`src/rtl/pc_gen_pkg.sv`:
```
// pc_gen_pkg: shared defaults, FSM state encoding and PC step sizes for pc_gen
package pc_gen_pkg;
  localparam int XLEN_DEF = 32;
  localparam logic [31:0] RESET_VEC_DEF = 32'h0000_0000;
  localparam int EPOCH_W_DEF = 2;
  localparam int STEP_RVC = 2;
  localparam int STEP_STD = 4;
  typedef enum logic [1:0] {BOOT, RUN, HALT} state_e;
endpackage

```
`src/rtl/pc_redir_arb.sv`:
```
// pc_redir_arb: fixed-priority redirect select (valid_i/target_i in; any_o, target_o, misalign_o out), channel 0 wins
module pc_redir_arb
  import pc_gen_pkg::*;
#(
  parameter int XLEN = XLEN_DEF,
  parameter int NUM_REDIR = 3,
  parameter int C_EXT = 0
) (
  input  logic [NUM_REDIR-1:0]      valid_i,
  input  logic [NUM_REDIR*XLEN-1:0] target_i,
  output logic                      any_o,
  output logic [XLEN-1:0]           target_o,
  output logic                      misalign_o
);
  always_comb begin
    target_o = '0;
    for (int k = NUM_REDIR - 1; k >= 0; k--)
      if (valid_i[k]) target_o = target_i[k*XLEN +: XLEN];
    any_o = |valid_i;
    misalign_o = (C_EXT != 0) ? target_o[0] : |target_o[1:0];
  end
endmodule

```
`src/rtl/pc_gen.sv`:
```
// pc_gen: fetch PC generator (clk, rst async active-low, redir_*_i, stall_i, fetch_*_i in; fetch_valid_o, pc_o, epoch_o, misalign_*_o out)
module pc_gen
  import pc_gen_pkg::*;
#(
  parameter int XLEN = XLEN_DEF,
  parameter logic [XLEN-1:0] RESET_VEC = RESET_VEC_DEF,
  parameter int NUM_REDIR = 3,
  parameter int EPOCH_W = EPOCH_W_DEF,
  parameter int C_EXT = 0
) (
  input  logic                      clk,
  input  logic                      rst,
  input  logic [NUM_REDIR-1:0]      redir_valid_i,
  input  logic [NUM_REDIR*XLEN-1:0] redir_target_i,
  input  logic                      stall_i,
  input  logic                      fetch_ready_i,
  input  logic                      fetch_rvc_i,
  output logic                      fetch_valid_o,
  output logic [XLEN-1:0]           pc_o,
  output logic [EPOCH_W-1:0]        epoch_o,
  output logic                      misalign_o,
  output logic [XLEN-1:0]           misalign_addr_o
);
  state_e st_q, st_d;
  logic [XLEN-1:0] pc_q, pc_d, maddr_q, maddr_d, tgt, step;
  logic [EPOCH_W-1:0] ep_q, ep_d;
  logic mis_q, mis_d, any, bad, fire;
  pc_redir_arb #(.XLEN(XLEN), .NUM_REDIR(NUM_REDIR), .C_EXT(C_EXT)) u_arb (
    .valid_i(redir_valid_i),
    .target_i(redir_target_i),
    .any_o(any),
    .target_o(tgt),
    .misalign_o(bad)
  );
  assign fetch_valid_o = (st_q == RUN) & ~stall_i;
  assign fire = fetch_valid_o & fetch_ready_i;
  always_comb begin
    step = (C_EXT != 0 && fetch_rvc_i) ? XLEN'(STEP_RVC) : XLEN'(STEP_STD);
    pc_d = any ? (bad ? pc_q : tgt) : fire ? pc_q + step : pc_q;
    ep_d = any ? ep_q + 1'b1 : ep_q;
    st_d = any ? (bad ? HALT : RUN) : (st_q == BOOT ? RUN : st_q);
    mis_d = any & bad;
    maddr_d = (any & bad) ? tgt : maddr_q;
  end
  always_ff @(posedge clk or negedge rst) begin
    if (!rst) begin
      st_q <= BOOT;
      pc_q <= RESET_VEC;
      ep_q <= '0;
      mis_q <= 1'b0;
      maddr_q <= '0;
    end else begin
      st_q <= st_d;
      pc_q <= pc_d;
      ep_q <= ep_d;
      mis_q <= mis_d;
      maddr_q <= maddr_d;
    end
  end
  assign pc_o = pc_q;
  assign epoch_o = ep_q;
  assign misalign_o = mis_q;
  assign misalign_addr_o = maddr_q;
endmodule

```
`config.mk`:
```
export PLATFORM = sky130hd
export DESIGN_NAME = pc_gen
export DESIGN_NICKNAME = d
export VERILOG_FILES = /design/src/rtl/pc_gen_pkg.sv /design/src/rtl/pc_redir_arb.sv /design/src/rtl/pc_gen.sv
export SDC_FILE = /design/constraint.sdc
export NUM_CORES = 1
export LEC_CHECK = 0
export BUFFER_PORTS_ARGS = -buffer_cell sky130_fd_sc_hd__buf_2
export CAP_MARGIN = 25
export CORE_UTILIZATION = 54
export CTS_BUF_LIST = sky130_fd_sc_hd__clkbuf_2 sky130_fd_sc_hd__clkbuf_4 sky130_fd_sc_hd__clkbuf_8
export DETAILED_ROUTE_END_ITERATION = 8
export PLACE_DENSITY_LB_ADDON = 0.12
export SKIP_LAST_GASP = 1
export SLEW_MARGIN = 20
export SYNTH_ARGS = -nofsm -noshare
export SYNTH_HDL_FRONTEND = slang
export SYNTH_HIERARCHICAL = 1
export SYNTH_SLANG_ARGS = --single-unit
export TNS_END_PERCENT = 1
```
`constraint.sdc`:
```
create_clock -name clk -period 4.58 [get_ports clk]
set_clock_uncertainty 0.2 [all_clocks]
set_input_delay 0.229 -clock clk [delete_from_list [all_inputs] [get_ports clk]]
set_output_delay 0.229 -clock clk [all_outputs]
set_load 0.1 [all_outputs]
```
; Word level (Yosys, flattened, before mapping)
; Cells that the tools add are included.
; Widths: inputs -> output; s select.
[word_totals]
elab_cells = 28
mem_count = 0
latchBits = 0
reg_bits = 69
out_inout_bits = 68
mem_bits_ro = 0
ramBits = 0
[op_classes]
mux = 9
n_div = 0
addsub = 2
n_reduce_logical = 6
bitwise_logic = 4
mul = 0
magnitude_cmp = 0
eq_ne = 2
shift = 0
[ops]
columns = operator, count
row1 = $mux 32, 6
row2 = $add 32x3->32 const B, 1
row3 = $mux 2, 3
row4 = $reduce_bool 2->1, 2
row5 = $and 1x1->1, 3
row6 = $reduce_or 3->1, 1
row7 = $add 2x1->2 const B, 1
row8 = $eq 2x1->1 const B, 1
row9 = $logic_not 2->1, 1
row10 = $ne 2x2->1 const B, 1
row11 = $reduce_and 2->1, 1
row12 = $reduce_or 2->1, 1
row13 = $not 1->1, 1

; Depth between registers and ports, before layout
; Gate-level depths: netlist (run 1).
[depth]
ltp_word = 6
mapped_depth = 10
depth_no_buf = 8

; Cells and area by module
; Netlist (run 1), hierarchy kept.
[modules_own_cells]
columns = module, n_inst, area_each_um2, cells_per_inst
row1 = pc_gen, 1, 3397.0, 319
row2 = pc_redir_arb, 1, 778.2, 117

; Worst setup path after synthesis (run 1)
; No wires, ideal clock.
[synth_path]
kind = register -> register
startpoint = reg pc_q[2], in the netlist pc_o[2]
endpoint = reg pc_q[20], in the netlist pc_o[20]
arrival_ns = 2.366
n_path_buf = 0
setup_ns = 0.080
stages_incl_launch_ff = 7
path_slack_ns = 1.934
period_less_slack_ns = 2.646
required_time_ns = 4.300
cell_sequence = dfrtp_1 -> ha_1 -> nand4_1 -> nor4_2 -> nand3_1 -> a21oi_1 -> a2bb2oi_1
[synth_between]
elab_chain_len = 3
[synth_rtl]
columns = item, line_no
row1 = "start, declared", pc_gen.sv:25  ; logic [XLEN-1:0] pc_q, pc_d, maddr_q, maddr_d, tgt, step;
row2 = "start signal, assigned", pc_gen.sv:54  ; pc_q <= pc_d;
row3 = $add 32x3->32, pc_gen.sv:39  ; pc_d = any ? (bad ? pc_q : tgt) : fire ? pc_q + step : pc_q;
row4 = $mux 32 (2 in a row), pc_gen.sv:39
; Every way passes these cells. The select of a mux whose other input is x is not followed.
; A chain may end at the register's enable or synchronous reset.

; Worst setup path in the final report (run 1)
[layout_path]
startpoint = in redir_valid_i[0]
endpoint = reg pc_q[13], in the netlist pc_o[13]
[layout_between]
elab_chain_len = 4
word_cells_on_any_way = 8
classes_between = eq/ne: 1 / mux: 3 / reduce/logical: 4
[layout_rtl]
columns = item, line_no
row1 = "start, declared", pc_gen.sv:13  ; input logic [NUM_REDIR-1:0] redir_valid_i,
row2 = $mux 32, pc_redir_arb.sv:18  ; if (valid_i[k]) target_o = target_i[k*XLEN +: XLEN];
row3 = via tgt[1], pc_gen.sv:25
row4 = $reduce_or 2->1, pc_redir_arb.sv:20  ; misalign_o = (C_EXT != 0) ? target_o[0] : |target_o[1:0];
row5 = via bad, pc_gen.sv:27  ; logic mis_q, mis_d, any, bad, fire;
row6 = $ne 2x2->1 (no source line), -
row7 = $reduce_and 2->1 (no source line), -
; The timed path passes the listed nets, and every way through them passes these cells. The select of a mux whose other input is x is not followed.

==> qor.json, run 1 <==
{
  "leakagePower_uw": 0.00244,
  "number_of_max_slew_violations_in_the_final_report": 0,
  "synthesis.area_per_instance_sq_um": 9.58,
  "worstMarginPinSlew_ns": 0.895,
  "routed-via-count": 4002,
  "antenna_cells_inserted": 0,
  "chipHeight_microns": 89.9,
  "finalHoldWorstSlack_ns": 0.0431,
  "final_layout_size_suffix_gt1_share_pct": 43.7,
  "portBuffers": 170,
  "timing.critical_path.to_type": "flip-flop",
  "postSynth.topFlopCell": "sky130_fd_sc_hd__dfrtp_1",
  "vdd_ir_drop_max_mv": 0.480,
  "gp_congestion": 0.833,
  "die-width_microns": 89.9,
  "dr.pass1.iters": 4,
  "routed_wl_microns": 11300,
  "detailed_place_hpwl_microns": 7930,
  "ios": 172,
  "clk_latency_ns": 0.34,
  "grt_pass1_vias": 4001,
  "clk_root_buffer_cell": "sky130_fd_sc_hd__clkbuf_8",
  "netlist-cell-type-count": 64,
  "drv.max_cap_violation_count": 0,
  "cts_max_level": 3,
  "finalSetupViolCount": 0,
  "synth_edf_count": 0,
  "max-clock-path-buffers": 2,
  "grt_pass1_wl_microns": 19200,
  "postSynthRegisterBits": 69,
  "mappedNetlistNets": 541,
  "worst-endpoint-required_ns": 4.61,
  "core_region_area_sq_um": 7370,
  "ant_nets": 0,
  "global_route.usage.total_pct": 29.1,
  "setup_repair_after_global_routing_missed_its_margin": "no",
  "timing.fmax_mhz": 319,
  "r2r_setup_slack_ns": 1.99,
  "die_area_sq_um": 8090,
  "final_hold_viol_count": 0,
  "drtIter0Drc": 214,
  "post_synth_instance_area_sq_um": 4180,
  "area_growth_pct": 25.6,
  "worst_setup_path_start_kind": "input port",
  "fp-row-count": 31,
  "syn_inst": 436,
  "antenna_found_initial": 0,
  "seq_area_frac_synth_pct": 41.4,
  "arrival_ns": 3.16,
  "final.min_clock_period_ns": 3.13,
  "clock_tree_from_tritoncts": "built",
  "critical_path_peak_fanout": 41,
  "slew_headroom_pct": 40.3,
  "routed_via_density": 5.73,
  "synth_async_sr_flop_share_pct": 100,
  "gr-total-overflow": 0,
  "cts_made_buffers": 9,
  "setup-tns-final_ns": 0,
  "initial_core_util_pct": 56.7,
  "outcome": "finished, final reports clean",
  "clkTransAtPathRegs_ns": 0.07,
  "power_density_nw_per_um2": 558,
  "cts.sinks": 69,
  "hold_class": "input port to flip-flop",
  "post_cts_resize_count": 0,
  "post_drt_wl_per_cell_microns": 16.1,
  "yosys_warnings": 6,
  "finalCritPeriodShare_pct": 68.4,
  "pin_count_of_the_biggest_net_entering_global_routing": 70,
  "nets": 700,
  "drt_drc_violations_left": 0,
  "timing.setup.critical_path_class": "input port to flip-flop"
}
-- placed cells by master, fill, tap and decap left out, drive strengths merged, types with 5 or more instances in the layout --
cell	n
a21oi	32
a22oi	31
buf	178
clkbuf	12
dfrtp	69
inv	5
mux2	33
mux2i	6
nand2	63
nand3	9
nand4	12
nor2	20
o21ai	51
o22ai	5
-- registers in the layout, summed over array words and instances, names as in the netlist --
signal and cells:
st_q 2, pc_o 32, misalign_o 1, misalign_addr_o 32, epoch_o 2
-- per-layer routing --
metal | global-route usage [%] | share of wire [%]
met5 | 0 | 0
met4 | 13.6 | 2.4
met3 | 4.40 | 5.2
met2 | 50.1 | 50
met1 | 36.1 | 42
-- layout make-up --
| cell class | instances | area (sq um) |
|---|---|---|
| tap | 99 | 124 |
| clock inverter | 4 | 70.1 |
| sequential | 69 | 1730 |
| clock buffer | 12 | 159 |
| multi-input combinational | 331 | 2220 |
| inverter | 5 | 18.8 |
| fill | 624 | 2130 |
| timing repair buffer | 179 | 923 |
-- critical path, stage by stage --
cell	delay (ns)
sky130_fd_sc_hd__buf_2	0.36
sky130_fd_sc_hd__buf_4	0.44
sky130_fd_sc_hd__nor2b_1	0.18
sky130_fd_sc_hd__a21oi_1	0.07
sky130_fd_sc_hd__or2_1	0.33
sky130_fd_sc_hd__nand2b_1	0.37
sky130_fd_sc_hd__o21ai_2	0.43
sky130_fd_sc_hd__buf_4	0.36
sky130_fd_sc_hd__o21ai_0	0.12
sky130_fd_sc_hd__a22o_1	0.23
-- timing repair --
action                                 CTS  global route
endpoints found under the hold margin   69             0
hold buffers                             1             0
setup buffers                            0             0
-- per-stage QoR --
step	utilization, %	std cells	power (uW)	setup slack (ns)	area [sq um]
floorplan	-	436	2080	1.93	4180
global placement	67.9	682	2340	1.14	5000
detailed placement	67.9	682	2360	1.15	5000
CTS	71.2	699	2940	1.49	5240
global route	71.2	699	3030	1.14	5240
finish	71.2	699	2930	1.45	5240
-- cells by family after synthesis --
group	count (synthesis)	synth area share, %
buf+inv	36	5.42
flops	69	41.4
simple gates	140	17.3
mux	39	10.3
xor+xnor	3	0.629
compound gates	148	24.7
fa+ha+maj	1	0.300
-- cells in the mapped netlist (9+ instances only) --
master | instances | share of area (%)
sky130_fd_sc_hd__a21oi_1 | 32 | 3.8
sky130_fd_sc_hd__a22oi_1 | 11 | 2.0
sky130_fd_sc_hd__a22oi_2 | 20 | 6.0
sky130_fd_sc_hd__clkbuf_1 | 17 | 1.5
sky130_fd_sc_hd__dfrtp_1 | 69 | 41
sky130_fd_sc_hd__mux2_2 | 33 | 8.9
sky130_fd_sc_hd__nand2_1 | 63 | 5.7
sky130_fd_sc_hd__nand3_1 | 9 | 1.1
sky130_fd_sc_hd__nand4_1 | 11 | 1.6
sky130_fd_sc_hd__nor2_1 | 19 | 1.7
sky130_fd_sc_hd__o21ai_0 | 30 | 3.6
sky130_fd_sc_hd__o21ai_1 | 19 | 2.3
-- power breakdown --
part | leakage (uW) | internal, uW | switching [uW]
clock network | 0.000120 | 341 | 232
registers | 0.000829 | 737 | 136
logic | 0.00149 | 270 | 1210
-- final timing paths --
| kind | from | end | cells after the start |
|---|---|---|---|
| max in group asynchronous | rst | pc_o[22] | 2 |
| min in group asynchronous | rst | misalign_addr_o[0] | 2 |
| worst min register to register | pc_o[0] | pc_o[0] | 2 |
| worst min-delay path | redir_target_i[25] | pc_o[25] | 4 |
| worst max register to register | st_q[1] | pc_o[13] | 5 |
| worst max-delay path | redir_valid_i[0] | pc_o[13] | 10 |
Note: power is estimated with default switching activity, not from simulation.
==> run 2: changes to the inputs <==
--- a/config.mk
+++ b/config.mk
@@ -7,7 +7,7 @@
 export LEC_CHECK = 0
 export BUFFER_PORTS_ARGS = -buffer_cell sky130_fd_sc_hd__buf_2
 export CAP_MARGIN = 25
-export CORE_UTILIZATION = 54
+export CORE_UTILIZATION = 50
 export CTS_BUF_LIST = sky130_fd_sc_hd__clkbuf_2 sky130_fd_sc_hd__clkbuf_4 sky130_fd_sc_hd__clkbuf_8
 export DETAILED_ROUTE_END_ITERATION = 8
 export PLACE_DENSITY_LB_ADDON = 0.12
==> constraint.sdc (replaced) <==
create_clock -name clk -period 3.2 [get_ports clk]
set_clock_uncertainty 0.2 [all_clocks]
set_input_delay 0.16 -clock clk [delete_from_list [all_inputs] [get_ports clk]]
set_output_delay 0.16 -clock clk [all_outputs]
set_load 0.1 [all_outputs]
==> qor.json, run 2 (same netlist as run 1, synthesis figures left out) <==
{
  "outcome": {"value": "finished, final reports clean", "change": "unchanged"},
  "layout_commonest_cell": {"value": "sky130_fd_sc_hd__buf_2", "change": "unchanged"},
  "die-width": {"value": 93.4, "unit": "microns", "change": "was 89.9 microns"},
  "relative_contribution_of_sequential_cells_to_total_power": {"value": 30.7, "unit": "%", "change": "was 29.8%"},
  "finalSetupViolCount": {"value": 0, "change": "unchanged"},
  "vdd_ir_drop_max": {"value": 0.534, "unit": "mV", "change": "was 0.480 mV"},
  "initial_core_util": {"value": 52.9, "unit": "%", "change": "was 56.7%"},
  "worst_setup_path_start_kind": {"value": "input port", "change": "unchanged"},
  "power.net_switching": {"value": 2250, "unit": "uW", "change": "was 1580 uW"},
  "dr.pass1.iters": {"value": 4, "change": "unchanged"},
  "routed-via-count": {"value": 4057, "change": "was 4002"},
  "area_growth": {"value": 26.9, "unit": "%", "change": "was 25.6%"},
  "max-clock-path-buffers": {"value": 2, "change": "unchanged"},
  "finalCritPeriodShare_pct": 74.7,
  "antenna_found_initial": {"value": 0, "change": "unchanged"},
  "routed_via_density": {"value": 5.70, "change": "was 5.73"},
  "fp-row-count": {"value": 32, "change": "was 31"},
  "clkPwrFrac": {"value": 16.7, "unit": "%", "change": "was 19.6%"},
  "hold_path_startpoint": {"value": "redir_target_i[11]", "change": "was redir_target_i[25]"},
  "nets": {"value": 711, "change": "was 700"},
  "gr-total-overflow": {"value": 0, "change": "unchanged"},
  "chipHeight": {"value": 93.4, "unit": "microns", "change": "was 89.9 microns"},
  "setup_repair_after_global_routing_missed_its_margin": {"value": "no", "change": "unchanged"},
  "timing.hold.worst_endpoint": {"value": "misalign_addr_o[11]", "change": "was pc_o[25]"},
  "leakagePower": {"value": 0.00247, "unit": "uW", "change": "was 0.00244 uW"},
  "regToRegStartpoint": {"value": "pc_o[2]", "change": "was st_q[1]"},
  "gp_congestion": {"value": 0.837, "change": "was 0.833"},
  "core_region_area": {"value": 7890, "unit": "sq um", "change": "was 7370 sq um"},
  "combPwrFrac": {"value": 52.7, "unit": "%", "change": "was 50.6%"},
  "cts_post_setup_buffers_inserted": {"value": 0, "change": "unchanged"},
  "die_area": {"value": 8720, "unit": "sq um", "change": "was 8090 sq um"},
  "fillers": {"value": 685, "change": "was 624"},
  "routed_wl": {"value": 11500, "unit": "microns", "change": "was 11300 microns"},
  "post_cts_resize_count": {"value": 0, "change": "unchanged"},
  "cts.sinks": {"value": 69, "change": "unchanged"},
  "ant_nets": {"value": 0, "change": "unchanged"},
  "worst-endpoint-required": {"value": 3.23, "unit": "ns", "change": "was 4.61 ns"},
  "internal_power": {"value": 1810, "unit": "uW", "change": "was 1350 uW"},
  "ios": {"value": 172, "change": "unchanged"},
  "clk_latency": {"value": 0.34, "unit": "ns", "change": "about the same"},
  "dp_cells": {"value": 692, "change": "was 682"},
  "detailed_place_hpwl": {"value": 8270, "unit": "microns", "change": "was 7930 microns"},
  "pin_count_of_the_biggest_net_entering_global_routing": {"value": 70, "change": "unchanged"},
  "drtIter0Drc": {"value": 153, "change": "was 214"},
  "power_density": {"value": 766, "unit": "nW/um^2", "change": "was 558 nW/um^2"},
  "drv.max_cap_violation_count": {"value": 0, "change": "unchanged"},
  "hold_class": {"value": "input port to flip-flop", "change": "unchanged"},
  "timing.fmax_mhz": 419,
  "final.min_clock_period_ns": 2.39,
  "cts_made_buffers": {"value": 9, "change": "unchanged"},
  "final_layout_size_suffix_gt1_share": {"value": 43.9, "unit": "%", "change": "was 43.7%"},
  "drt_drc_violations_left": {"value": 0, "change": "unchanged"},
  "r2r_setup_slack": {"value": 0.94, "unit": "ns", "change": "was 1.99 ns"},
  "slew_headroom": {"value": 40.5, "unit": "%", "change": "was 40.3%"},
  "clkTransAtPathRegs": {"value": 0.07, "unit": "ns", "change": "about the same"},
  "number_of_max_slew_violations_in_the_final_report": {"value": 0, "change": "unchanged"},
  "portBuffers": {"value": 170, "change": "unchanged"},
  "worstMarginPinSlew": {"value": 0.892, "unit": "ns", "change": "was 0.895 ns"},
  "switching_share": {"value": 55.4, "unit": "%", "change": "was 53.9%"},
  "worstRegToRegCells": {"value": 6, "change": "was 5"},
  "mostFrequentLayoutCells": {"value": "sky130_fd_sc_hd__buf_2, sky130_fd_sc_hd__dfrtp_1, sky130_fd_sc_hd__nand2_1, sky130_fd_sc_hd__mux2_2, sky130_fd_sc_hd__a21oi_1", "change": "unchanged"},
  "min_delay_path_depth": {"value": 4, "change": "unchanged"},
  "finalHoldWorstSlack": {"value": 0.00678, "unit": "ns", "change": "was 0.0431 ns"},
  "arrival": {"value": 2.42, "unit": "ns", "change": "was 3.16 ns"},
  "clk_root_buffer_cell": {"value": "sky130_fd_sc_hd__clkbuf_8", "change": "unchanged"},
  "final_util": {"value": 67.1, "unit": "%", "change": "was 71.2%"},
  "stdcell_count": {"value": 712, "change": "was 699"},
  "global_route.usage.total": {"value": 26.6, "unit": "%", "change": "was 29.1%"},
  "critical_path.reg2reg.endpoint": {"value": "pc_o[14]", "change": "was pc_o[13]"},
  "cts_max_level": {"value": 3, "change": "unchanged"},
  "final_hold_viol_count": {"value": 0, "change": "unchanged"},
  "post_drt_wl_per_cell": {"value": 16.1, "unit": "microns", "change": "about the same"},
  "timing.critical_path.to_type": {"value": "flip-flop", "change": "unchanged"},
  "clock_tree_from_tritoncts": {"value": "built", "change": "unchanged"},
  "grt_pass1_wl": {"value": 18100, "unit": "microns", "change": "was 19200 microns"},
  "setup-tns-final": {"value": 0, "unit": "ns", "change": "unchanged"},
  "critical_path_peak_fanout": {"value": 11, "change": "was 41"},
  "antenna_cells_inserted": {"value": 0, "change": "unchanged"},
  "grt_pass1_vias": {"value": 3676, "change": "was 4001"},
  "timing.setup.critical_path_class": {"value": "input port to flip-flop", "change": "unchanged"}
}
## run 2: cell count changes in the layout (fill, tap and decap cells not counted), sizes merged
cell | before | now
buf | 178 | 185
bufinv | 2 | 0
clkinv | 2 | 1
clkbuf | 12 | 14
dlygate4sd3 | 1 | 5
## run 2: power groups by stage
stage	Sequential, uW	Combinational (uW)	Clock [uW]
final	1240	2140	676
after global routing	1270	2220	720
after CTS	1240	2150	688
after detailed placement	1250	2140	0
after global placement	1240	2110	0
after floorplan	2560	420	0
## run 2: timing repair
action / in CTS / in global routing
endpoints found under the hold margin: 73 / 0
endpoints found under the setup margin: 0 / 0
hold buffers: 5 / 0
## run 2: layout make-up
type | count | area [sq um] | share of cell area [%]
multi-input cells | 331 | 2220 | 42.0
well taps | 102 | 128 | 2.41
flip-flops and latches | 69 | 1730 | 32.6
clock inverters | 1 | 5.00 | 0.0945
clock buffers | 14 | 180 | 3.40
inverters | 5 | 18.8 | 0.354
repair buffers | 190 | 1020 | 19.2
## run 2: how the worst max path moves through the flow
stage | start | endpoint | slack [ns]
floorplan | pc_o[2] | pc_o[20] | 0.55
global placement | redir_valid_i[2] | pc_o[26] | 0.77
detailed placement | redir_valid_i[2] | pc_o[26] | 0.73
CTS | redir_target_i[64] | pc_o[26] | 0.84
global route | redir_target_i[65] | pc_o[26] | 0.62
finish | redir_target_i[65] | pc_o[26] | 0.81
## run 2: worst max-delay path, cell delays in order
cell and delay [ns]:
sky130_fd_sc_hd__dlygate4sd3_1 0.54, sky130_fd_sc_hd__buf_2 0.11, sky130_fd_sc_hd__nand3b_1 0.07, sky130_fd_sc_hd__a21oi_1 0.19, sky130_fd_sc_hd__or2_1 0.25, sky130_fd_sc_hd__nor2_1 0.08, sky130_fd_sc_hd__nor2_1 0.64, sky130_fd_sc_hd__nor3_1 0.10
sky130_fd_sc_hd__o31a_1 0.26
## run 2: per-stage QoR
step	setup WS [ns]	area (sq um)	total power (uW)
after floorplan	0.554	4180	2980
after global placement	0.765	5060	3360
after detailed placement	0.726	5060	3390
final	0.811	5300	4060
after global routing	0.618	5300	4210
after CTS	0.840	5300	4070
## run 2: metal layers
layer / wire length [microns] / up-vias / track usage [%]
li1: - / 1959 / -
met1: 4990 / 1931 / 34.9
met2: 5600 / 146 / 44.1
met4: 180 / 0 / 7.82
met3: 697 / 21 / 5.77
met5: 0 / - / 0
==> run 3: changes to the inputs <==
--- a/config.mk
+++ b/config.mk
@@ -7,7 +7,7 @@
 export LEC_CHECK = 0
 export BUFFER_PORTS_ARGS = -buffer_cell sky130_fd_sc_hd__buf_2
 export CAP_MARGIN = 25
-export CORE_UTILIZATION = 50
+export CORE_UTILIZATION = 45
 export CTS_BUF_LIST = sky130_fd_sc_hd__clkbuf_2 sky130_fd_sc_hd__clkbuf_4 sky130_fd_sc_hd__clkbuf_8
 export DETAILED_ROUTE_END_ITERATION = 8
 export PLACE_DENSITY_LB_ADDON = 0.12
==> constraint.sdc (replaced) <==
create_clock -name clk -period 2 [get_ports clk]
set_clock_uncertainty 0.2 [all_clocks]
set_input_delay 0.1 -clock clk [delete_from_list [all_inputs] [get_ports clk]]
set_output_delay 0.1 -clock clk [all_outputs]
set_load 0.1 [all_outputs]
==> qor.json, run 3 (same netlist as run 1, synthesis figures left out) <==
{
  "die-width": {"value": 98.3, "unit": "microns", "change": "was 93.4 microns"},
  "fillers": {"value": 793, "change": "was 685"},
  "max-clock-path-buffers": {"value": 2, "change": "unchanged"},
  "pin_count_of_the_biggest_net_entering_global_routing": {"value": 70, "change": "unchanged"},
  "clk_root_buffer_cell": {"value": "sky130_fd_sc_hd__clkbuf_8", "change": "unchanged"},
  "post-route-cell-area": {"value": 5820, "unit": "sq um", "change": "was 5300 sq um"},
  "ios": {"value": 172, "change": "unchanged"},
  "critical_path.reg2reg.endpoint": {"value": "pc_o[19]", "change": "was pc_o[14]"},
  "finalCritPeriodShare_pct": 95.5,
  "routed-via-count": {"value": 4249, "change": "was 4057"},
  "placement.setup.worst_slack": {"value": -0.0239, "unit": "ns", "change": "was 0.726 ns"},
  "hold_class": {"value": "input port to flip-flop", "change": "unchanged"},
  "cp_slowest_cell": {"value": "sky130_fd_sc_hd__dfrtp_4", "change": "was sky130_fd_sc_hd__nor2_1"},
  "switching_share": {"value": 54.2, "unit": "%", "change": "was 55.4%"},
  "timing.fmax_mhz": 524,
  "worst_setup_path_start_kind": {"value": "flip-flop", "change": "was input port"},
  "grt_pass1_wl": {"value": 20600, "unit": "microns", "change": "was 18100 microns"},
  "post_drt_wl_per_cell": {"value": 17.3, "unit": "microns", "change": "was 16.1 microns"},
  "timing.critical_path.to_type": {"value": "flip-flop", "change": "unchanged"},
  "final.min_clock_period_ns": 1.91,
  "drt_drc_violations_left": {"value": 0, "change": "unchanged"},
  "fp-row-count": {"value": 34, "change": "was 32"},
  "leakagePower": {"value": 0.00265, "unit": "uW", "change": "was 0.00247 uW"},
  "total_area_of_multi_input_combinational_cells": {"value": 2270, "unit": "sq um", "change": "was 2220 sq um"},
  "routed_met3_length": {"value": 853, "unit": "microns", "change": "was 697 microns"},
  "met2_length": {"value": 6170, "unit": "microns", "change": "was 5600 microns"},
  "detailed_place_hpwl": {"value": 9560, "unit": "microns", "change": "was 8270 microns"},
  "relative_contribution_of_sequential_cells_to_total_power": {"value": 30.1, "unit": "%", "change": "was 30.7%"},
  "cts_max_level": {"value": 3, "change": "unchanged"},
  "worstRegToRegCells": {"value": 7, "change": "was 6"},
  "antenna_found_initial": {"value": 0, "change": "unchanged"},
  "clkPwrFrac": {"value": 16.7, "unit": "%", "change": "about the same"},
  "final_hold_viol_count": {"value": 0, "change": "unchanged"},
  "layout_commonest_cell": {"value": "sky130_fd_sc_hd__buf_2", "change": "unchanged"},
  "worstMarginPinSlew": {"value": 0.515, "unit": "ns", "change": "was 0.892 ns"},
  "area_growth": {"value": 39.3, "unit": "%", "change": "was 26.9%"},
  "initial_core_util": {"value": 47.2, "unit": "%", "change": "was 52.9%"},
  "combPwrFrac": {"value": 53.2, "unit": "%", "change": "was 52.7%"},
  "arrival": {"value": 1.98, "unit": "ns", "change": "was 2.42 ns"},
  "clock_tree_from_tritoncts": {"value": "built", "change": "unchanged"},
  "drv.max_cap_violation_count": {"value": 0, "change": "unchanged"},
  "power_density": {"value": 1170, "unit": "nW/um^2", "change": "was 766 nW/um^2"},
  "seq_area": {"value": 1800, "unit": "sq um", "change": "was 1730 sq um"},
  "topRoutingLayerUsed": {"value": "met4", "change": "unchanged"},
  "critical_path.cell_chain": {"value": "buf_4 > nand2_1 > nor3_1 > buf_4 > and3_1 > mux2_2 > nand2_1", "change": "was dlygate4sd3_1 > buf_2 > nand3b_1 > a21oi_1 > or2_1 > nor2_1 > nor2_1 > nor3_1 > o31a_1"},
  "power.net_switching": {"value": 3690, "unit": "uW", "change": "was 2250 uW"},
  "clkTransAtPathRegs": {"value": 0.08, "unit": "ns", "change": "was 0.07 ns"},
  "nets": {"value": 744, "change": "was 711"},
  "critical_path.endpoint": {"value": "pc_o[19]", "change": "was pc_o[26]"},
  "chipHeight": {"value": 98.3, "unit": "microns", "change": "was 93.4 microns"},
  "routed_wl": {"value": 13000, "unit": "microns", "change": "was 11500 microns"},
  "gp_congestion": {"value": 0.885, "change": "was 0.837"},
  "antenna_cells_inserted": {"value": 0, "change": "unchanged"},
  "setup_ws": {"value": 0.0906, "unit": "ns", "change": "was 0.811 ns"},
  "stdcell_count": {"value": 752, "change": "was 712"},
  "cp-startpoint": {"value": "pc_o[2]", "change": "was redir_target_i[65]"},
  "grt_pass1_vias": {"value": 4031, "change": "was 3676"},
  "internal_power": {"value": 3120, "unit": "uW", "change": "was 1810 uW"},
  "timing.setup.critical_path_class": {"value": "flip-flop to flip-flop", "change": "was input port to flip-flop"},
  "ant_nets": {"value": 0, "change": "unchanged"},
  "routed_via_density": {"value": 5.65, "change": "was 5.70"},
  "clk_latency": {"value": 0.34, "unit": "ns", "change": "about the same"},
  "critical_path_peak_fanout": {"value": 11, "change": "unchanged"},
  "mostFrequentLayoutCells": {"value": "sky130_fd_sc_hd__buf_2, sky130_fd_sc_hd__nand2_1, sky130_fd_sc_hd__dfrtp_1, sky130_fd_sc_hd__mux2_2", "change": "was sky130_fd_sc_hd__buf_2, sky130_fd_sc_hd__dfrtp_1, sky130_fd_sc_hd__nand2_1, sky130_fd_sc_hd__mux2_2, sky130_fd_sc_hd__a21oi_1"},
  "global_route.usage.total": {"value": 27.5, "unit": "%", "change": "was 26.6%"},
  "fin_total_pwr": {"value": 6800, "unit": "uW", "change": "was 4060 uW"},
  "cts_made_buffers": {"value": 9, "change": "unchanged"},
  "number_of_max_slew_violations_in_the_final_report": {"value": 0, "change": "unchanged"},
  "slew_headroom": {"value": 65.9, "unit": "%", "change": "was 40.5%"},
  "worst-endpoint-required": {"value": 2.07, "unit": "ns", "change": "was 3.23 ns"},
  "cts.sinks": {"value": 69, "change": "unchanged"},
  "gr-total-overflow": {"value": 0, "change": "unchanged"},
  "r2r_setup_slack": {"value": 0.09, "unit": "ns", "change": "was 0.94 ns"},
  "setup_repair_after_global_routing_missed_its_margin": {"value": "yes", "change": "was no"},
  "final_layout_size_suffix_gt1_share": {"value": 50.3, "unit": "%", "change": "was 43.9%"},
  "portBuffers": {"value": 170, "change": "unchanged"},
  "finalSetupViolCount": {"value": 0, "change": "unchanged"},
  "cpPeakStageDelay": {"value": 0.43, "unit": "ns", "change": "was 0.64 ns"},
  "drtIter0Drc": {"value": 224, "change": "was 153"},
  "outcome": {"value": "finished, final reports clean", "change": "unchanged"},
  "dp_cells": {"value": 720, "change": "was 692"},
  "regToRegStartpoint": {"value": "pc_o[2]", "change": "unchanged"},
  "dr.pass1.iters": {"value": 6, "change": "was 4"},
  "met1_length": {"value": 5800, "unit": "microns", "change": "was 4990 microns"},
  "die_area": {"value": 9670, "unit": "sq um", "change": "was 8720 sq um"},
  "vdd_ir_drop_max": {"value": 0.611, "unit": "mV", "change": "was 0.534 mV"},
  "core_region_area": {"value": 8850, "unit": "sq um", "change": "was 7890 sq um"},
  "placement.cell_area": {"value": 5440, "unit": "sq um", "change": "was 5060 sq um"}
}
run 3: changes by cell type in the layout (fill, tap and decap cells not counted), moves of 8 or more:
| cell | change |
|---|---|
| sky130_fd_sc_hd__dfrtp_1 | -25 |
| sky130_fd_sc_hd__dlygate4sd3_1 | +8 |
| sky130_fd_sc_hd__dfrtp_2 | +9 |
| sky130_fd_sc_hd__dfrtp_4 | +16 |
| sky130_fd_sc_hd__buf_4 | +16 |
| sky130_fd_sc_hd__buf_12 | +8 |
run 3: how the worst min path moves through the flow:
stage	startpoint	end	slack [ns]	cells past startpoint
6_report	redir_target_i[28]	misalign_addr_o[28]	0.01	4
5_1_grt	redir_target_i[9]	misalign_addr_o[9]	0.03	4
4_1_cts	redir_target_i[9]	misalign_addr_o[9]	0.0008	4
3_5_place_dp	rst	pc_o[10]	-0.04	2
3_3_place_gp	rst	epoch_o[1]	-0.05	2
2_1_floorplan	rst	epoch_o[0]	-0.40	0
run 3: area by class of cell:
| class | count | share of cell area, % |
|---|---|---|
| clock buffer | 15 | 3.33 |
| tap | 108 | 2.32 |
| inverter | 5 | 0.387 |
| clock inverter | 1 | 0.0861 |
| multi-input combinational | 331 | 39.1 |
| timing repair buffer | 223 | 23.9 |
| sequential | 69 | 30.9 |
run 3: critical path, delay by kind of cell, from the launching register on:
family / cells / cell delay (ns)
buffers and inverters: 2 / 0.35
AND/OR/NAND/NOR: 4 / 0.52
multiplexers: 1 / 0.33
flip-flops: 1 / 0.43
run 3: timing repair:
action	CTS	global route
endpoints found under the setup margin	5	6
buffers inserted	0	3
hold endpoints to repair	82	0
resized for setup	3	1
pin swaps	0	2
hold buffers	13	0
run 3: power by group through the flow:
stage	clock (uW)	sequential [uW]	combinational, uW
after floorplan	0	4180	692
after global placement	0	2050	3560
after detailed placement	0	2070	3590
after CTS	1150	2040	3620
after global routing	1200	2090	3770
final	1140	2050	3620
run 3: per-layer routing:
layer,track usage (%),vias to the layer above
met4,8.27,0
li1,-,2021
met3,6.16,16
met1,37.8,2057
met5,0,-
met2,43.4,155
run 3: stage by stage:
step	hold slack (ns)	utilization (%)	setup TNS [ns]
after floorplan	-0.396	-	-0.316
after global placement	-0.0465	61.5	0
after detailed placement	-0.0420	61.5	-0.0239
after CTS	0.000754	65.4	0
after global routing	0.0326	65.7	-0.0636
final	0.0144	65.7	0
